## src/rtl/iw_stage.sv

```systemverilog
// Instruction-wait stage: holds one fetch between IF and ID, waits for its SRAM
// response if needed, and drops responses made stale by flushes.
module iw_stage (
  input  logic        clk,
  input  logic        rst,
  input  logic        in_valid,
  output logic        in_ready,
  input  logic [31:0] pc_in,
  input  logic        inst_valid_in,
  input  logic [31:0] inst_in,
  input  logic        has_exception_in,
  input  logic [5:0]  ecode_in,
  input  logic [8:0]  esubcode_in,
  input  logic        discard_in,
  input  logic        data_ok,
  input  logic [31:0] rdata,
  input  logic        ex_flush,
  input  logic        ertn_flush,
  input  logic        br_taken,
  input  logic        tlb_flush,
  output logic        out_valid,
  input  logic        out_ready,
  output logic [31:0] PC_out,
  output logic [31:0] inst_out,
  output logic        has_exception_out,
  output logic [5:0]  ecode_out,
  output logic [8:0]  esubcode_out,
  output logic        IW_inst_valid,
  output logic [1:0]  discard
);

  // EMPTY: !valid; WAIT: valid && !got; FULL: valid && got
  typedef enum logic [1:0] {
    EMPTY = 2'd0,
    WAIT  = 2'd1,
    FULL  = 2'd2
  } ent_e;

  ent_e        st_q, st_d;
  logic        flush;
  logic        handover;
  logic        drop;
  logic        capture;
  logic        retire;
  logic [1:0]  inc;
  logic [2:0]  disc_sum;
  logic [1:0]  disc_d;

  assign flush    = ex_flush | ertn_flush | br_taken | tlb_flush;
  assign in_ready = (st_q == EMPTY) || ((st_q == FULL) && out_ready);
  assign handover = in_valid && in_ready && !flush;
  assign drop     = data_ok && (discard != 2'd0);
  assign capture  = data_ok && !drop && (st_q == WAIT);
  assign retire   = (st_q == FULL) && out_ready;

  assign out_valid     = (st_q == FULL);
  assign IW_inst_valid = (st_q == FULL);

  always_comb begin
    st_d = st_q;
    if (flush)
      st_d = EMPTY;
    else if (handover)
      st_d = inst_valid_in ? FULL : WAIT;
    else if (capture)
      st_d = FULL;
    else if (retire)
      st_d = EMPTY;
  end

  // Each term is one issued request whose response will now arrive unwanted.
  always_comb begin
    inc = '0;
    if (flush)
      inc = {1'b0, (st_q == WAIT) && !capture}
          + {1'b0, discard_in}
          + {1'b0, in_valid && !inst_valid_in};
  end

  always_comb begin
    disc_sum = {1'b0, discard} + {1'b0, inc} - {2'b00, drop};
    disc_d   = (disc_sum > 3'd3) ? 2'd3 : disc_sum[1:0];
  end

  always_ff @(posedge clk) begin
    if (rst) begin
      st_q    <= EMPTY;
      discard <= '0;
    end else begin
      st_q    <= st_d;
      discard <= disc_d;
    end
  end

  always_ff @(posedge clk) begin
    if (rst) begin
      PC_out            <= '0;
      inst_out          <= '0;
      has_exception_out <= 1'b0;
      ecode_out         <= '0;
      esubcode_out      <= '0;
    end else if (handover) begin
      PC_out            <= pc_in;
      inst_out          <= inst_in;
      has_exception_out <= has_exception_in;
      ecode_out         <= ecode_in;
      esubcode_out      <= esubcode_in;
    end else if (capture && !flush) begin
      inst_out          <= rdata;
    end
  end

endmodule
```

## config.mk

```make
export PLATFORM = sky130hd
export DESIGN_NAME = iw_stage
export DESIGN_NICKNAME = d
export VERILOG_FILES = /design/src/rtl/iw_stage.sv
export SDC_FILE = /design/constraint.sdc
export NUM_CORES = 1
export LEC_CHECK = 0
export BUFFER_PORTS_ARGS = -buffer_cell sky130_fd_sc_hd__buf_2
export CAP_MARGIN = 5
export CORE_AREA = 2 2 92 94
export DETAILED_ROUTE_END_ITERATION = 8
export DIE_AREA = 0 0 94 96
export GPL_ROUTABILITY_DRIVEN = 0
export PLACE_DENSITY = 0.79
export RECOVER_POWER = 100
export SLEW_MARGIN = 20
export SYNTH_ARGS = -nofsm -noshare
export SYNTH_HDL_FRONTEND = slang
export SYNTH_SLANG_ARGS = --single-unit
```

## constraint.sdc

```tcl
create_clock -name clk -period 4.1 [get_ports clk]
set_clock_uncertainty 0.1 [all_clocks]
set_input_delay 0.82 -clock clk [delete_from_list [all_inputs] [get_ports clk]]
set_output_delay 0.82 -clock clk [all_outputs]
set_load 0.05 [all_outputs]
```

; ---- Yosys cells after proc, flatten, opt, wreduce, memory -nomap -nowiden
; Index checks and enable logic that the tools add are counted.
[word_totals]
latch_bits = 0
reg_bits = 84
elab_cells = 44
inputBits = 123
out_inout_bits = 85
ramBits = 0
romBits = 0
memories = 0
[op_classes]
n_mux = 8
bitwise_logic = 3
n_addsub = 4
n_lt_le_gt_ge = 1
n_reduce_logical = 19
n_shift = 0
multipliers = 0
n_div = 0
n_eq_ne = 2
[op_table]
columns = operator, n
row1 = 32-bit 2-to-1 mux, 2
row2 = 2-bit 2-to-1 mux, 6
row3 = 1-bit logical AND, 9
row4 = 1-bit zero test, 4
row5 = 2-bit nonzero test, 2
row6 = 2-bit by 2-bit adder with 3-bit output, 1
row7 = "3-bit by 2-bit greater-than comparator with 1-bit output, second input constant", 1
row8 = 1-bit OR, 3
row9 = 3-bit nonzero test, 1
row10 = 3-bit by 1-bit subtractor with 3-bit output, 1
row11 = 1-bit by 1-bit adder with 2-bit output, 1
row12 = 2-bit by 1-bit adder with 2-bit output, 1
row13 = "2-bit by 1-bit equality test with 1-bit output, second input constant", 1
row14 = "2-bit equality test, second input constant", 1
row15 = 2-bit zero test, 1
row16 = 2-bit OR reduction, 1
row17 = 1-bit logical OR, 1

; ---- Longest topological paths before layout
[depth]
word_depth = 14
ltp_mapped = 12
ltp_nobuf = 12

; ---- Worst setup path before layout
; Ideal clock, no wire load.
[synth_timing]
path_type = input -> register
from = input port data_ok
to = register discard[1]
t_arrival_ns = 3.084
t_required_ns = 3.872
n_path_buf = 0
setup_ns = 0.128
stages = 12
slack_ns = 0.789
cell_sequence = nor3b_1 nand2b_1 fa_1 or2b_1 ha_1 inv_1 ha_1 inv_1 fa_1 xnor2_1 nor2b_1 nor2_1
[synth_via]
elab_chain_len = 13
[synth_lines]
columns = element, line
row1 = start: declaration, 15  ; input logic data_ok,
row2 = 1-bit logical AND, 52  ; assign drop = data_ok && (discard != 2'd0);
row3 = 1-bit zero test, 53  ; assign capture = data_ok && !drop && (st_q == WAIT);
row4 = 1-bit logical AND (2 in series), 53
row5 = 1-bit zero test, 75  ; inc = {1'b0, (st_q == WAIT) && !capture}
row6 = 1-bit logical AND, 75
row7 = 1-bit by 1-bit adder with 2-bit output, 76  ; + {1'b0, discard_in}
row8 = 2-bit by 1-bit adder with 2-bit output, 77  ; + {1'b0, in_valid && !inst_valid_in};
row9 = 2-bit 2-to-1 mux, 74  ; if (flush)
row10 = 2-bit by 2-bit adder with 3-bit output, 81  ; disc_sum = {1'b0, discard} + {1'b0, inc} - {2'b00, drop};
row11 = 3-bit by 1-bit subtractor with 3-bit output *, 81
row12 = 3-bit by 2-bit greater-than comparator with 1-bit output, 82  ; disc_d = (disc_sum > 3'd3) ? 2'd3 : disc_sum[1:0];
row13 = 2-bit 2-to-1 mux *, 82
row14 = end signal: assignment, 91  ; discard <= disc_d;
row15 = end: declaration, 29  ; output logic [1:0] discard
; Every way passes the cells marked *; elsewhere a longest branch is shown, timed or not.
; A chain may end at the register's enable or synchronous reset.

; ---- Worst setup path after layout
; Same ends and word-level chain as after synthesis.

==> flow_results.xml <==
<?xml version="1.0" encoding="UTF-8"?>
<metrics>
  <group name="routing">
    <metric name="drt-vias-per-instance" unit="">4.89</metric>
    <metric name="avgRoutedWirePerCell" unit="um">12.8</metric>
    <metric name="remaining_drc_errors" unit="">0</metric>
    <metric name="ant_nets" unit="">0</metric>
    <metric name="drt_pre_antenna_iters" unit="">4</metric>
    <metric name="routed_wl" unit="um">8950</metric>
    <metric name="drtIter0Drc" unit="">89</metric>
    <metric name="num_vias" unit="">3420</metric>
  </group>
  <group name="timing">
    <metric name="tightestPinTransition" unit="ns">1.67</metric>
    <metric name="hold_viol_final" unit="">0</metric>
    <metric name="number_of_max_slew_violations_in_the_final_report" unit="">81</metric>
    <metric name="finalCriticalPeriod" unit="ns">3.17</metric>
    <metric name="timing.max_slew.rel_slack" unit="%">-11.4</metric>
    <metric name="grt_setup_unrepaired" unit="">no</metric>
    <metric name="setup_tns" unit="ns">0</metric>
    <metric name="setup-violations-final" unit="">0</metric>
    <metric name="achievable-frequency" unit="MHz">315</metric>
    <metric name="fin_crit_sh" unit="%">77.3</metric>
  </group>
  <group name="placed_design">
    <metric name="io_buffers" unit="">207</metric>
    <metric name="detailed_place_hpwl" unit="um">6680</metric>
  </group>
  <group name="setup_path">
    <metric name="critPathMaxFanout" unit="">5</metric>
    <metric name="critical-path-slowest-cell" unit="">fa_1</metric>
    <metric name="worstSetupPathType" unit="">input port to flip-flop</metric>
    <metric name="critical_path.cell_chain" unit="">clkbuf_1, nor3b_1, clkbuf_1, nand2b_1, fa_1, or2b_1, ha_1, inv_1, ha_1, inv_1, fa_1, xnor2_1, nor2b_1, nor2_1</metric>
    <metric name="timing.critical_path.required" unit="ns">4.21</metric>
    <metric name="critPathArrivalTime" unit="ns">3.28</metric>
    <metric name="cp_num_buf_inv" unit="">4</metric>
    <metric name="worst_path_largest_cell_delay" unit="ns">0.41</metric>
    <metric name="family_with_the_most_delay_on_the_worst_path" unit="">adder cells</metric>
    <metric name="critical_path.startpoint_type" unit="">input port</metric>
    <metric name="endpoint_kind" unit="">flip-flop</metric>
  </group>
  <group name="outcome">
    <metric name="violated_checks" unit="">capacitance limit, slew limit</metric>
    <metric name="run_status" unit="">finished with violations</metric>
  </group>
  <group name="logic_synthesis">
    <metric name="synthesis.yosys.warnings" unit="">0</metric>
    <metric name="top_count_cell_post_synth" unit="">nand2_1</metric>
    <metric name="synth.cell_area" unit="um^2">3400</metric>
    <metric name="largest_area_contributor_in_the_netlist" unit="">dfxtp_1</metric>
    <metric name="post_synthesis_cell_type_count" unit="">32</metric>
    <metric name="synthesis.instances" unit="">395</metric>
    <metric name="synth_top_flop_cell" unit="">dfxtp_1</metric>
    <metric name="avg_cell_area_syn" unit="um^2">8.60</metric>
    <metric name="post-synth-top-area-fraction" unit="%">49.5</metric>
    <metric name="number_of_enable_flip_flop_cells_after_synthesis" unit="">0</metric>
    <metric name="yosys_reg_bits" unit="">84</metric>
    <metric name="synth.yosys.seq_area_share" unit="%">49.5</metric>
    <metric name="synth.area.top_cells" unit="">dfxtp_1 50%, a21oi_1 12%, nand2_1 11%</metric>
    <metric name="async_reset_ff_share" unit="%">0</metric>
    <metric name="syn-num-nets" unit="">523</metric>
    <metric name="netlist_top_cells_count" unit="">98 x nand2_1, 84 x dfxtp_1, 80 x a21oi_1</metric>
  </group>
  <group name="die">
    <metric name="die_width" unit="um">94</metric>
    <metric name="initial_core_util" unit="%">42.2</metric>
    <metric name="rows" unit="">33</metric>
    <metric name="io_pins" unit="">208</metric>
    <metric name="design.core.area" unit="um^2">8050</metric>
    <metric name="die_height" unit="um">96</metric>
    <metric name="fp.dieArea" unit="um^2">9020</metric>
  </group>
  <group name="global_route">
    <metric name="maximum_number_of_pins_on_one_net_before_global_route_repair" unit="">67</metric>
    <metric name="grt_use_met3" unit="%">5.87</metric>
    <metric name="met1_usage" unit="%">21.4</metric>
    <metric name="grt.busiest_layer" unit="">met2</metric>
    <metric name="grt_antenna_before_repair" unit="">0</metric>
    <metric name="grt_first_pass_wirelength" unit="um">14000</metric>
    <metric name="met2_usage" unit="%">35.4</metric>
    <metric name="track_usage" unit="%">19.6</metric>
    <metric name="number_of_global_route_vias_before_repair" unit="">3207</metric>
    <metric name="grt_remaining_overflow" unit="">0</metric>
  </group>
  <group name="finish">
    <metric name="finish.net_count" unit="">718</metric>
    <metric name="area_delta_synth_final" unit="%">33.9</metric>
    <metric name="insertedDiodeCount" unit="">0</metric>
    <metric name="drive_gt1_share" unit="%">29.4</metric>
    <metric name="fillers" unit="">829</metric>
  </group>
  <group name="power_and_ir_drop">
    <metric name="static-leakage-power" unit="nW">1.92</metric>
    <metric name="pwr_density_cell" unit="nW/um^2">385</metric>
    <metric name="power" unit="mW">1.75</metric>
    <metric name="max-vdd-ir-drop" unit="uV">220</metric>
  </group>
  <group name="min_path">
    <metric name="timing.hold.worst.class" unit="">flip-flop to flip-flop</metric>
  </group>
  <group name="clock_network">
    <metric name="cts.root.buffer_cell" unit="">clkbuf_8</metric>
    <metric name="tritoncts" unit="">done</metric>
    <metric name="cts-buffers-inserted" unit="">9</metric>
    <metric name="hold_buffers" unit="">0</metric>
    <metric name="clock_insertion_delay_worst_skew" unit="ns">0.33</metric>
    <metric name="cts-root-to-sink-buffers" unit="">2</metric>
    <metric name="cts_resizes" unit="">0</metric>
    <metric name="cts_htree_levels" unit="">3</metric>
    <metric name="clock_sink_count" unit="">84</metric>
    <metric name="post-cts-setup-buffer-count" unit="">0</metric>
    <metric name="clk_transition_reported_paths" unit="ns">0.08</metric>
  </group>
  <group name="job">
    <metric name="drv.max_cap_violation_count" unit="">2</metric>
  </group>
</metrics>
## worst min-delay path, stage by stage, from the launching register on
cell and delay (ns):
dfxtp_1 0.31, nand2_1 0.05, a21oi_1 0.05
## registers in the layout, indices dropped and copies added (netlist names)
| signal | flops |
|---|---|
| esubcode_out | 9 |
| st_q | 2 |
| PC_out | 32 |
| discard | 2 |
| ecode_out | 6 |
| has_exception_out | 1 |
| inst_out | 32 |
## stage by stage
step           cells  setup WS [ns]  hold slack [ns]  utilization [%]  instance area [um^2]
2_1_floorplan    395          0.789            0.401                -                  3400
3_3_place_gp     684          0.654            0.338             55.4                  4460
3_5_place_dp     684          0.585            0.346             55.4                  4460
4_1_cts          700          0.957            0.357             58.0                  4670
5_1_grt          700          0.711            0.376             56.5                  4550
6_report         700          0.930            0.357             56.5                  4550
## per-layer routing
metal  up-vias  wire length (um)
li1       1714                 -
met1      1544              3570
met2       142              4390
met3        20               728
met4         0               269
met5         -                 0
## worst paths after layout
path         depth (start not counted)           end          from  slack, ns
min                                  2  ecode_out[0]  ecode_out[0]       0.36
min reg2reg                          2  ecode_out[0]  ecode_out[0]       0.36
max reg2reg                         13    discard[1]    discard[0]       1.14
max                                 14    discard[1]       data_ok       0.93
## report_power, final
part / internal [mW] / total [mW] / switching (mW)
sequential: 0.838 / 0.855 / 0.0172
combinational: 0.112 / 0.295 / 0.184
clock: 0.303 / 0.601 / 0.298
total: 1.25 / 1.75 / 0.499
## cell usage in the layout (no fill, tap or decap)
master / n
clkinvlp_4: 2
bufinv_16: 1
buf_4: 4
clkbuf_1: 91
ha_1: 3
a21oi_1: 80
nor3_1: 1
xnor2_1: 1
nand2_1: 98
a2111oi_2: 1
a22oi_1: 1
o21a_1: 1
a2bb2oi_1: 1
nor4_4: 1
nor2_2: 1
a221oi_1: 1
o221a_2: 31
buf_2: 119
clkbuf_8: 10
dfxtp_1: 84
fa_1: 2
inv_1: 36
nand2b_1: 3
nand3_2: 1
clkinv_4: 1
and3_2: 1
nor3b_1: 1
o21ai_0: 1
or4_1: 1
nor2b_1: 4
mux2i_1: 1
nand3_1: 1
nor2_1: 5
or2b_1: 2
inv_6: 2
a2111oi_0: 1
## area by class of cell
cell class	instances	area [um^2]	area share (%)
Sequential cell	84	1680	37.0
Clock inverter	6	71.3	1.57
Clock buffer	10	138	3.03
Multi-Input combinational cell	245	1420	31.3
Inverter	36	135	2.97
Tap cell	105	131	2.89
Timing Repair Buffer	214	967	21.3
## logic make-up after synthesis
group	after synthesis	synth area share, %
adders and majority gates	5	2.28
xor gates and xnor gates	1	0.258
and+or+nand+nor	120	15.1
DFF	84	49.5
muxes	1	0.295
AOI/OAI and AO/OA	118	23.9
buffers and inverters	66	8.66
No activity file was read; power rests on OpenSTA's default activity.
